File: src/rtl/calc_op_sequencer.sv
// calc_op_sequencer: stack/queue command sequencer for a 32-entry calculator memory.
// Latency (accept edge -> done): PUSH 2, POP 3, ADD/SUB/AND/OR 7, CLEAR 1, any error 1.
// Backpressure: cmd_ready is high only in IDLE; cmd_valid while busy is simply not accepted.
// Ports: clk/rst (async, active-high); command side mode_queue, cmd_valid/cmd_ready,
//   cmd_op, cmd_data; memory side mem_we, mem_addr, mem_wdata, mem_rdata (sync read,
//   one-cycle latency); status result, done, err, count, empty, full.
module calc_op_sequencer #(
  parameter int DATA_W = 32,
  parameter int DEPTH  = 32,
  parameter int ADDR_W = 5
) (
  input  logic              clk,
  input  logic              rst,
  input  logic              mode_queue,
  input  logic              cmd_valid,
  output logic              cmd_ready,
  input  logic [2:0]        cmd_op,
  input  logic [DATA_W-1:0] cmd_data,
  output logic              mem_we,
  output logic [ADDR_W-1:0] mem_addr,
  output logic [DATA_W-1:0] mem_wdata,
  input  logic [DATA_W-1:0] mem_rdata,
  output logic [DATA_W-1:0] result,
  output logic              done,
  output logic              err,
  output logic [ADDR_W:0]   count,
  output logic              empty,
  output logic              full
);

  typedef enum logic [2:0] {
    S_IDLE, S_RD1, S_RD1W, S_RD2, S_RD2W, S_EXEC, S_WR, S_DONE
  } state_t;

  localparam logic [2:0] OP_PUSH  = 3'b000;
  localparam logic [2:0] OP_ADD   = 3'b001;
  localparam logic [2:0] OP_SUB   = 3'b010;
  localparam logic [2:0] OP_AND   = 3'b011;
  localparam logic [2:0] OP_OR    = 3'b100;
  localparam logic [2:0] OP_POP   = 3'b101;
  localparam logic [2:0] OP_CLEAR = 3'b110;

  localparam logic [ADDR_W:0] CNT_FULL = (ADDR_W+1)'(DEPTH);

  state_t              state_q, state_d;
  logic [ADDR_W-1:0]   head_q, head_d;
  logic [ADDR_W:0]     count_q, count_d;
  logic [2:0]          op_q, op_d;
  logic                mode_q, mode_d;
  logic [DATA_W-1:0]   opa_q, opa_d;
  logic [DATA_W-1:0]   opb_q, opb_d;
  logic [DATA_W-1:0]   result_q, result_d;
  logic                done_q, done_d;
  logic                err_q, err_d;
  logic                we_q, we_d;
  logic [ADDR_W-1:0]   addr_q, addr_d;
  logic [DATA_W-1:0]   wdata_q, wdata_d;

  logic [ADDR_W-1:0]   cnt_lo;
  logic [ADDR_W-1:0]   first_addr_new;  // first operand, mode taken from the incoming command
  logic [ADDR_W-1:0]   second_addr;     // second operand, mode latched at accept
  logic [ADDR_W-1:0]   exec_head;
  logic [ADDR_W:0]     exec_count;
  logic [DATA_W-1:0]   alu;

  // Addresses wrap mod DEPTH by truncation to ADDR_W bits.
  assign cnt_lo         = count_q[ADDR_W-1:0];
  assign first_addr_new = mode_queue ? head_q : head_q + cnt_lo - ADDR_W'(1);
  assign second_addr    = mode_q ? head_q + ADDR_W'(1) : head_q + cnt_lo - ADDR_W'(2);
  // Pointer state after both operands are consumed; the write-back lands at exec_head+exec_count.
  assign exec_head      = mode_q ? head_q + ADDR_W'(2) : head_q;
  assign exec_count     = count_q - (ADDR_W+1)'(2);

  always_comb begin
    alu = opa_q + opb_q;
    case (op_q)
      OP_SUB:  alu = opa_q - opb_q;
      OP_AND:  alu = opa_q & opb_q;
      OP_OR:   alu = opa_q | opb_q;
      default: alu = opa_q + opb_q;
    endcase
  end

  always_comb begin
    state_d  = state_q;
    head_d   = head_q;
    count_d  = count_q;
    op_d     = op_q;
    mode_d   = mode_q;
    opa_d    = opa_q;
    opb_d    = opb_q;
    result_d = result_q;
    done_d   = 1'b0;
    err_d    = 1'b0;
    we_d     = 1'b0;
    addr_d   = addr_q;
    wdata_d  = wdata_q;

    case (state_q)
      S_IDLE: begin
        if (cmd_valid) begin
          op_d   = cmd_op;
          mode_d = mode_queue;
          case (cmd_op)
            OP_PUSH: begin
              if (count_q == CNT_FULL) begin
                state_d = S_DONE; done_d = 1'b1; err_d = 1'b1;
              end else begin
                opa_d   = cmd_data;
                wdata_d = cmd_data;
                addr_d  = head_q + cnt_lo;
                we_d    = 1'b1;
                state_d = S_WR;
              end
            end
            OP_POP: begin
              if (count_q == '0) begin
                state_d = S_DONE; done_d = 1'b1; err_d = 1'b1;
              end else begin
                addr_d  = first_addr_new;
                state_d = S_RD1;
              end
            end
            OP_ADD, OP_SUB, OP_AND, OP_OR: begin
              if (count_q < (ADDR_W+1)'(2)) begin
                state_d = S_DONE; done_d = 1'b1; err_d = 1'b1;
              end else begin
                addr_d  = first_addr_new;
                state_d = S_RD1;
              end
            end
            OP_CLEAR: begin
              head_d  = '0;
              count_d = '0;
              state_d = S_DONE;
              done_d  = 1'b1;
            end
            default: begin
              state_d = S_DONE; done_d = 1'b1; err_d = 1'b1;
            end
          endcase
        end
      end
      S_RD1: state_d = S_RD1W;
      S_RD1W: begin
        opa_d = mem_rdata;
        if (op_q == OP_POP) begin
          result_d = mem_rdata;
          count_d  = count_q - (ADDR_W+1)'(1);
          if (mode_q) head_d = head_q + ADDR_W'(1);
          state_d  = S_DONE;
          done_d   = 1'b1;
        end else begin
          addr_d  = second_addr;
          state_d = S_RD2;
        end
      end
      S_RD2:  state_d = S_RD2W;
      S_RD2W: begin
        opb_d   = mem_rdata;
        state_d = S_EXEC;
      end
      S_EXEC: begin
        head_d  = exec_head;
        count_d = exec_count;
        wdata_d = alu;
        addr_d  = exec_head + exec_count[ADDR_W-1:0];
        we_d    = 1'b1;
        state_d = S_WR;
      end
      S_WR: begin
        count_d  = count_q + (ADDR_W+1)'(1);
        result_d = wdata_q;
        done_d   = 1'b1;
        state_d  = S_DONE;
      end
      S_DONE:  state_d = S_IDLE;
      default: state_d = S_IDLE;
    endcase
  end

  always_ff @(posedge clk or posedge rst) begin
    if (rst) begin
      state_q  <= S_IDLE;
      head_q   <= '0;
      count_q  <= '0;
      op_q     <= '0;
      mode_q   <= 1'b0;
      opa_q    <= '0;
      opb_q    <= '0;
      result_q <= '0;
      done_q   <= 1'b0;
      err_q    <= 1'b0;
      we_q     <= 1'b0;
      addr_q   <= '0;
      wdata_q  <= '0;
    end else begin
      state_q  <= state_d;
      head_q   <= head_d;
      count_q  <= count_d;
      op_q     <= op_d;
      mode_q   <= mode_d;
      opa_q    <= opa_d;
      opb_q    <= opb_d;
      result_q <= result_d;
      done_q   <= done_d;
      err_q    <= err_d;
      we_q     <= we_d;
      addr_q   <= addr_d;
      wdata_q  <= wdata_d;
    end
  end

  assign cmd_ready = (state_q == S_IDLE);
  assign mem_we    = we_q;
  assign mem_addr  = addr_q;
  assign mem_wdata = wdata_q;
  assign result    = result_q;
  assign done      = done_q;
  assign err       = err_q;
  assign count     = count_q;
  assign empty     = (count_q == '0);
  assign full      = (count_q == CNT_FULL);

endmodule

File: config.mk
export PLATFORM = sky130hd
export DESIGN_NAME = calc_op_sequencer
export DESIGN_NICKNAME = d
export VERILOG_FILES = /design/src/rtl/calc_op_sequencer.sv
export SDC_FILE = /design/constraint.sdc
export NUM_CORES = 1
export LEC_CHECK = 0
export ABC_AREA = 1
export BUFFER_PORTS_ARGS = -buffer_cell sky130_fd_sc_hd__buf_2
export CORE_AREA = 5 5 158 160
export DETAILED_ROUTE_END_ITERATION = 10
export DIE_AREA = 0 0 163 165
export PLACE_DENSITY_LB_ADDON = 0.2
export SLEW_MARGIN = 40
export SYNTH_ARGS = -nofsm -noshare
export SYNTH_HDL_FRONTEND = slang
export SYNTH_SLANG_ARGS = --single-unit
File: constraint.sdc
create_clock -name clk -period 6.4 [get_ports clk]
set_input_delay 0 -clock clk [delete_from_list [all_inputs] [get_ports clk]]
set_output_delay 0 -clock clk [all_outputs]
set_load 0.005 [all_outputs]
==> key figures <==
Routing
  – Detailed-route wire length: 40100 um
  – Via count: 12.5k
  – Antenna Violating Nets Remaining: 0
  – Per-cell routed wire length: approximately 18 um
  – Post-route DRC violation count: 0
  – Pre-antenna DRT Iters: 6
  – Via-to-Cell Ratio: between 5 and 6
  – 1st-iter DRT viols: ~1.3k

Yosys
  – Synth warnings: 0
  – Synthesized area: around 12000 um2
  – Post-synthesis cell type count: 45
  – Top FF cell, synth: sky130_fd_sc_hd__dfrtp_1
  – Net count after synthesis: between 1.5k and 2k
  – Avg Cell Area, Syn: roughly 6.7 um2
  – Top area cells in the synthesized netlist: sky130_fd_sc_hd__dfrtp_1 (33%), sky130_fd_sc_hd__nand2_1 (16%), sky130_fd_sc_hd__inv_1 (6.5%)
  – Library cell occupying the most area in the post-synthesis netlist: sky130_fd_sc_hd__dfrtp_1
  – Number of instances in the synthesized netlist: about 1.7k
  – Yosys top cell area share: 0.331
  – Post-synth ARST share: 1.00
  – Post-synthesis sequential area ratio: 0.331
  – Number of flops mapped to enable cells by yosys: 0
  – Number of synthesized register bits: 154

STA
  – # setup viols final: 0
  – Final period demand of the worst path: ~4.1 ns
  – Transition time at the pin with the least slew margin: a little under 0.9 ns
  – Setup repair after global routing missed its margin: no
  – F_max: roughly 240 MHz
  – Total Negative Setup Slacks: 0 ns
  – Layout Skew: between 0.01 and 0.015 ns
  – Worst Hold Slack: 0.173 ns
  – Final worst slack: roughly 2.3 ns
  – Number of endpoints with negative hold slack in the final report: 0
  – Worst max-slew margin expressed relative to the limit: 0.416
  – Final period utilization: 0.644
  – Number of pins with negative max-slew slack in the final report: 0

Cells and area
  – Post-route cell area: 13900 um2
  – Most common cell after layout, fill and taps aside: sky130_fd_sc_hd__nand2_1
  – Area added between synthesis and finish: 19.7%
  – Proportion of layout cells with a drive suffix above 1: 0.129
  – Commonest non-fill, non-tap cells in the layout: sky130_fd_sc_hd__nand2_1 (511), sky130_fd_sc_hd__inv_1 (200), sky130_fd_sc_hd__nor2_1 (166)
  – NumNets Final: 2048

Floorplanning
  – DIE AREA: 26900 um2
  – Initial cell density of the core: 0.500
  – Number of rows in the core area: 56
  – Standard cell core area: around 23000 um2
  – Die Ht: ~170 um
  – Width of the die: roughly 160 um
  – Top-level port count: 152

Worst setup path
  – Sort of element at the end of the critical path: register
  – Reg2Reg Setup Slack: 2.28 ns
  – Critical Path AT: 4.45 ns
  – Max FO, Critical Path: 18
  – Required time worst endpoint: 6.73 ns
  – Launching point of the worst reg2reg path: op_q[1]
  – Worst flop-to-flop path endpoint: mem_wdata[14]
  – Classification of the worst setup path: register to register
  – Count of cells along the worst register-to-register path: 17
  – Startpoint types: register

Global routing
  – Via count of the first global-routing pass: 11.9k
  – Maximum number of pins on one net before global-route repair: 86
  – Remaining global-route overflow: 0
  – First-pass GRT wire length: 63700 um
  – Total track usage: 0.299
  – Antenna violations before repair: 1

Placed design
  – Global placement routability congestion: approximately 1
  – Worst slack at placement: around 2.4 ns
  – Standard cell area after detailed placement: around 13000 um2
  – Half-perimeter wire length after detailed placement: a little under 30000 um
  – IO buf count: around 150

CTS
  – Number of CTS-inserted buffers: 17
  – Max H-tree Level: 4
  – Clock transition at path regs: roughly 0.070 ns
  – Setup bufs post-CTS: 0
  – Worst skew pair latency: 0.44 ns
  – Number of clock sinks: roughly 150
  – CTS max path bufs: 2
  – TritonCTS clock tree: built
  – Clock root cell: sky130_fd_sc_hd__clkbuf_16

Power and ir drop
  – Power density relative to cell area: 655 nW/um2
  – Largest voltage drop on the vdd net: around 0.00036 V
  – Total design power: approximately 9 mW
  – Lkg Pwr: just over 7 nW

Outcome
  – Run status: finished, final reports clean

Hold path
  – Path type of the worst min-delay path: input pin to async pin

Run
  – Number of violations of the max-capacitance limit: 0
sequential cells by signal, summed over array words and instances, names as in the netlist, 3 cells and up:
| register | count |
|---|---|
| opa_q | 32 |
| head_q | 5 |
| result | 32 |
| opb_q | 32 |
| mem_addr | 5 |
| count | 6 |
| state_q | 3 |
| mem_wdata | 32 |
| op_q | 3 |
where the power goes:
group          internal [mW]  leakage, nW  switching [mW]
Sequential              1.45         1.82           0.584
Clock                  0.513        0.262           0.480
Combinational           2.13         5.02            3.96
through the flow:
| stage | util | std cells |
|---|---|---|
| 2_1_floorplan | - | 1730 |
| 3_3_place_gp | 0.541 | 2146 |
| 3_5_place_dp | 0.541 | 2146 |
| 4_1_cts | 0.598 | 2255 |
| 5_1_grt | 0.599 | 2256 |
| 6_report | 0.599 | 2256 |
synthesized netlist by cell type, drive strengths merged (31+ instances only):
cell    instances
a21oi          93
a31oi          56
buf            34
clkbuf         31
dfrtp         154
ha             50
inv           212
nand2         518
nand3         102
nor2          176
o21ai         121
xor2           35
layer usage:
layer	global-route usage	vias to the layer above	part of all wire	routed length, um
li1	-	6036	-	-
met1	0.412	5805	0.43	17200
met2	0.483	574	0.46	18400
met3	0.0517	83	0.082	3280
met4	0.0923	0	0.029	1180
met5	0	-	0	0
repair_timing:
item / in CTS / in global routing
resized for setup: 0 / 0
hold buffers: 77 / 0
endpoints found under the hold margin: 216 / 0
cell families (layout without fill, tap and decap cells):
family                     Yosys count  count (layout)  synth area share
and+or+nand+nor                    850             850             0.304
AOI/OAI and AO/OA                  347             347             0.173
buffers and inverters              278             484            0.0943
DFF                                154             154             0.331
adders and majority gates           54              54            0.0607
xor gates and xnor gates            41              41            0.0309
muxes                                6               6           0.00613
other                                0               1                 0
worst max path at each step:
stage                 start       endpoint  slack, ns  cells after the start
floorplan               rst       count[0]       2.25                      1
finish              op_q[1]  mem_wdata[14]       2.28                     17
global route        op_q[1]  mem_wdata[26]       1.92                     21
global placement    op_q[1]  mem_wdata[26]       2.42                     20
detailed placement  op_q[1]  mem_wdata[26]       2.38                     21
CTS                 op_q[1]  mem_wdata[26]       2.35                     21
critical path: stages, from the launching register on:
cell and delay (ns):
sky130_fd_sc_hd__dfrtp_1 0.36, sky130_fd_sc_hd__inv_1 0.11, sky130_fd_sc_hd__nor2_1 0.07, sky130_fd_sc_hd__nand2_1 0.47, sky130_fd_sc_hd__clkinv_1 0.59, sky130_fd_sc_hd__a21oi_1 0.35, sky130_fd_sc_hd__a21oi_1 0.11, sky130_fd_sc_hd__xor2_1 0.19
sky130_fd_sc_hd__ha_1 0.35, sky130_fd_sc_hd__a21oi_1 0.24, sky130_fd_sc_hd__o21ai_0 0.17, sky130_fd_sc_hd__a21oi_1 0.14, sky130_fd_sc_hd__nand2_1 0.12, sky130_fd_sc_hd__or2_2 0.29, sky130_fd_sc_hd__nand3_1 0.16, sky130_fd_sc_hd__nand3_1 0.13
sky130_fd_sc_hd__nand2_1 0.10, sky130_fd_sc_hd__nand2_1 0.05
final cells by class:
| class | count | area, um2 |
|---|---|---|
| Sequential cell | 154 | 3850 |
| Timing Repair Buffer | 239 | 1610 |
| Antenna cell | 1 | 2.50 |
| Multi-Input combinational cell | 1298 | 6700 |
| Inverter | 213 | 807 |
| Tap cell | 319 | 399 |
| Clock inverter | 14 | 128 |
| Fill cell | 2206 | 9340 |
| Clock buffer | 18 | 429 |
No activity file was read; power rests on OpenSTA's default activity.
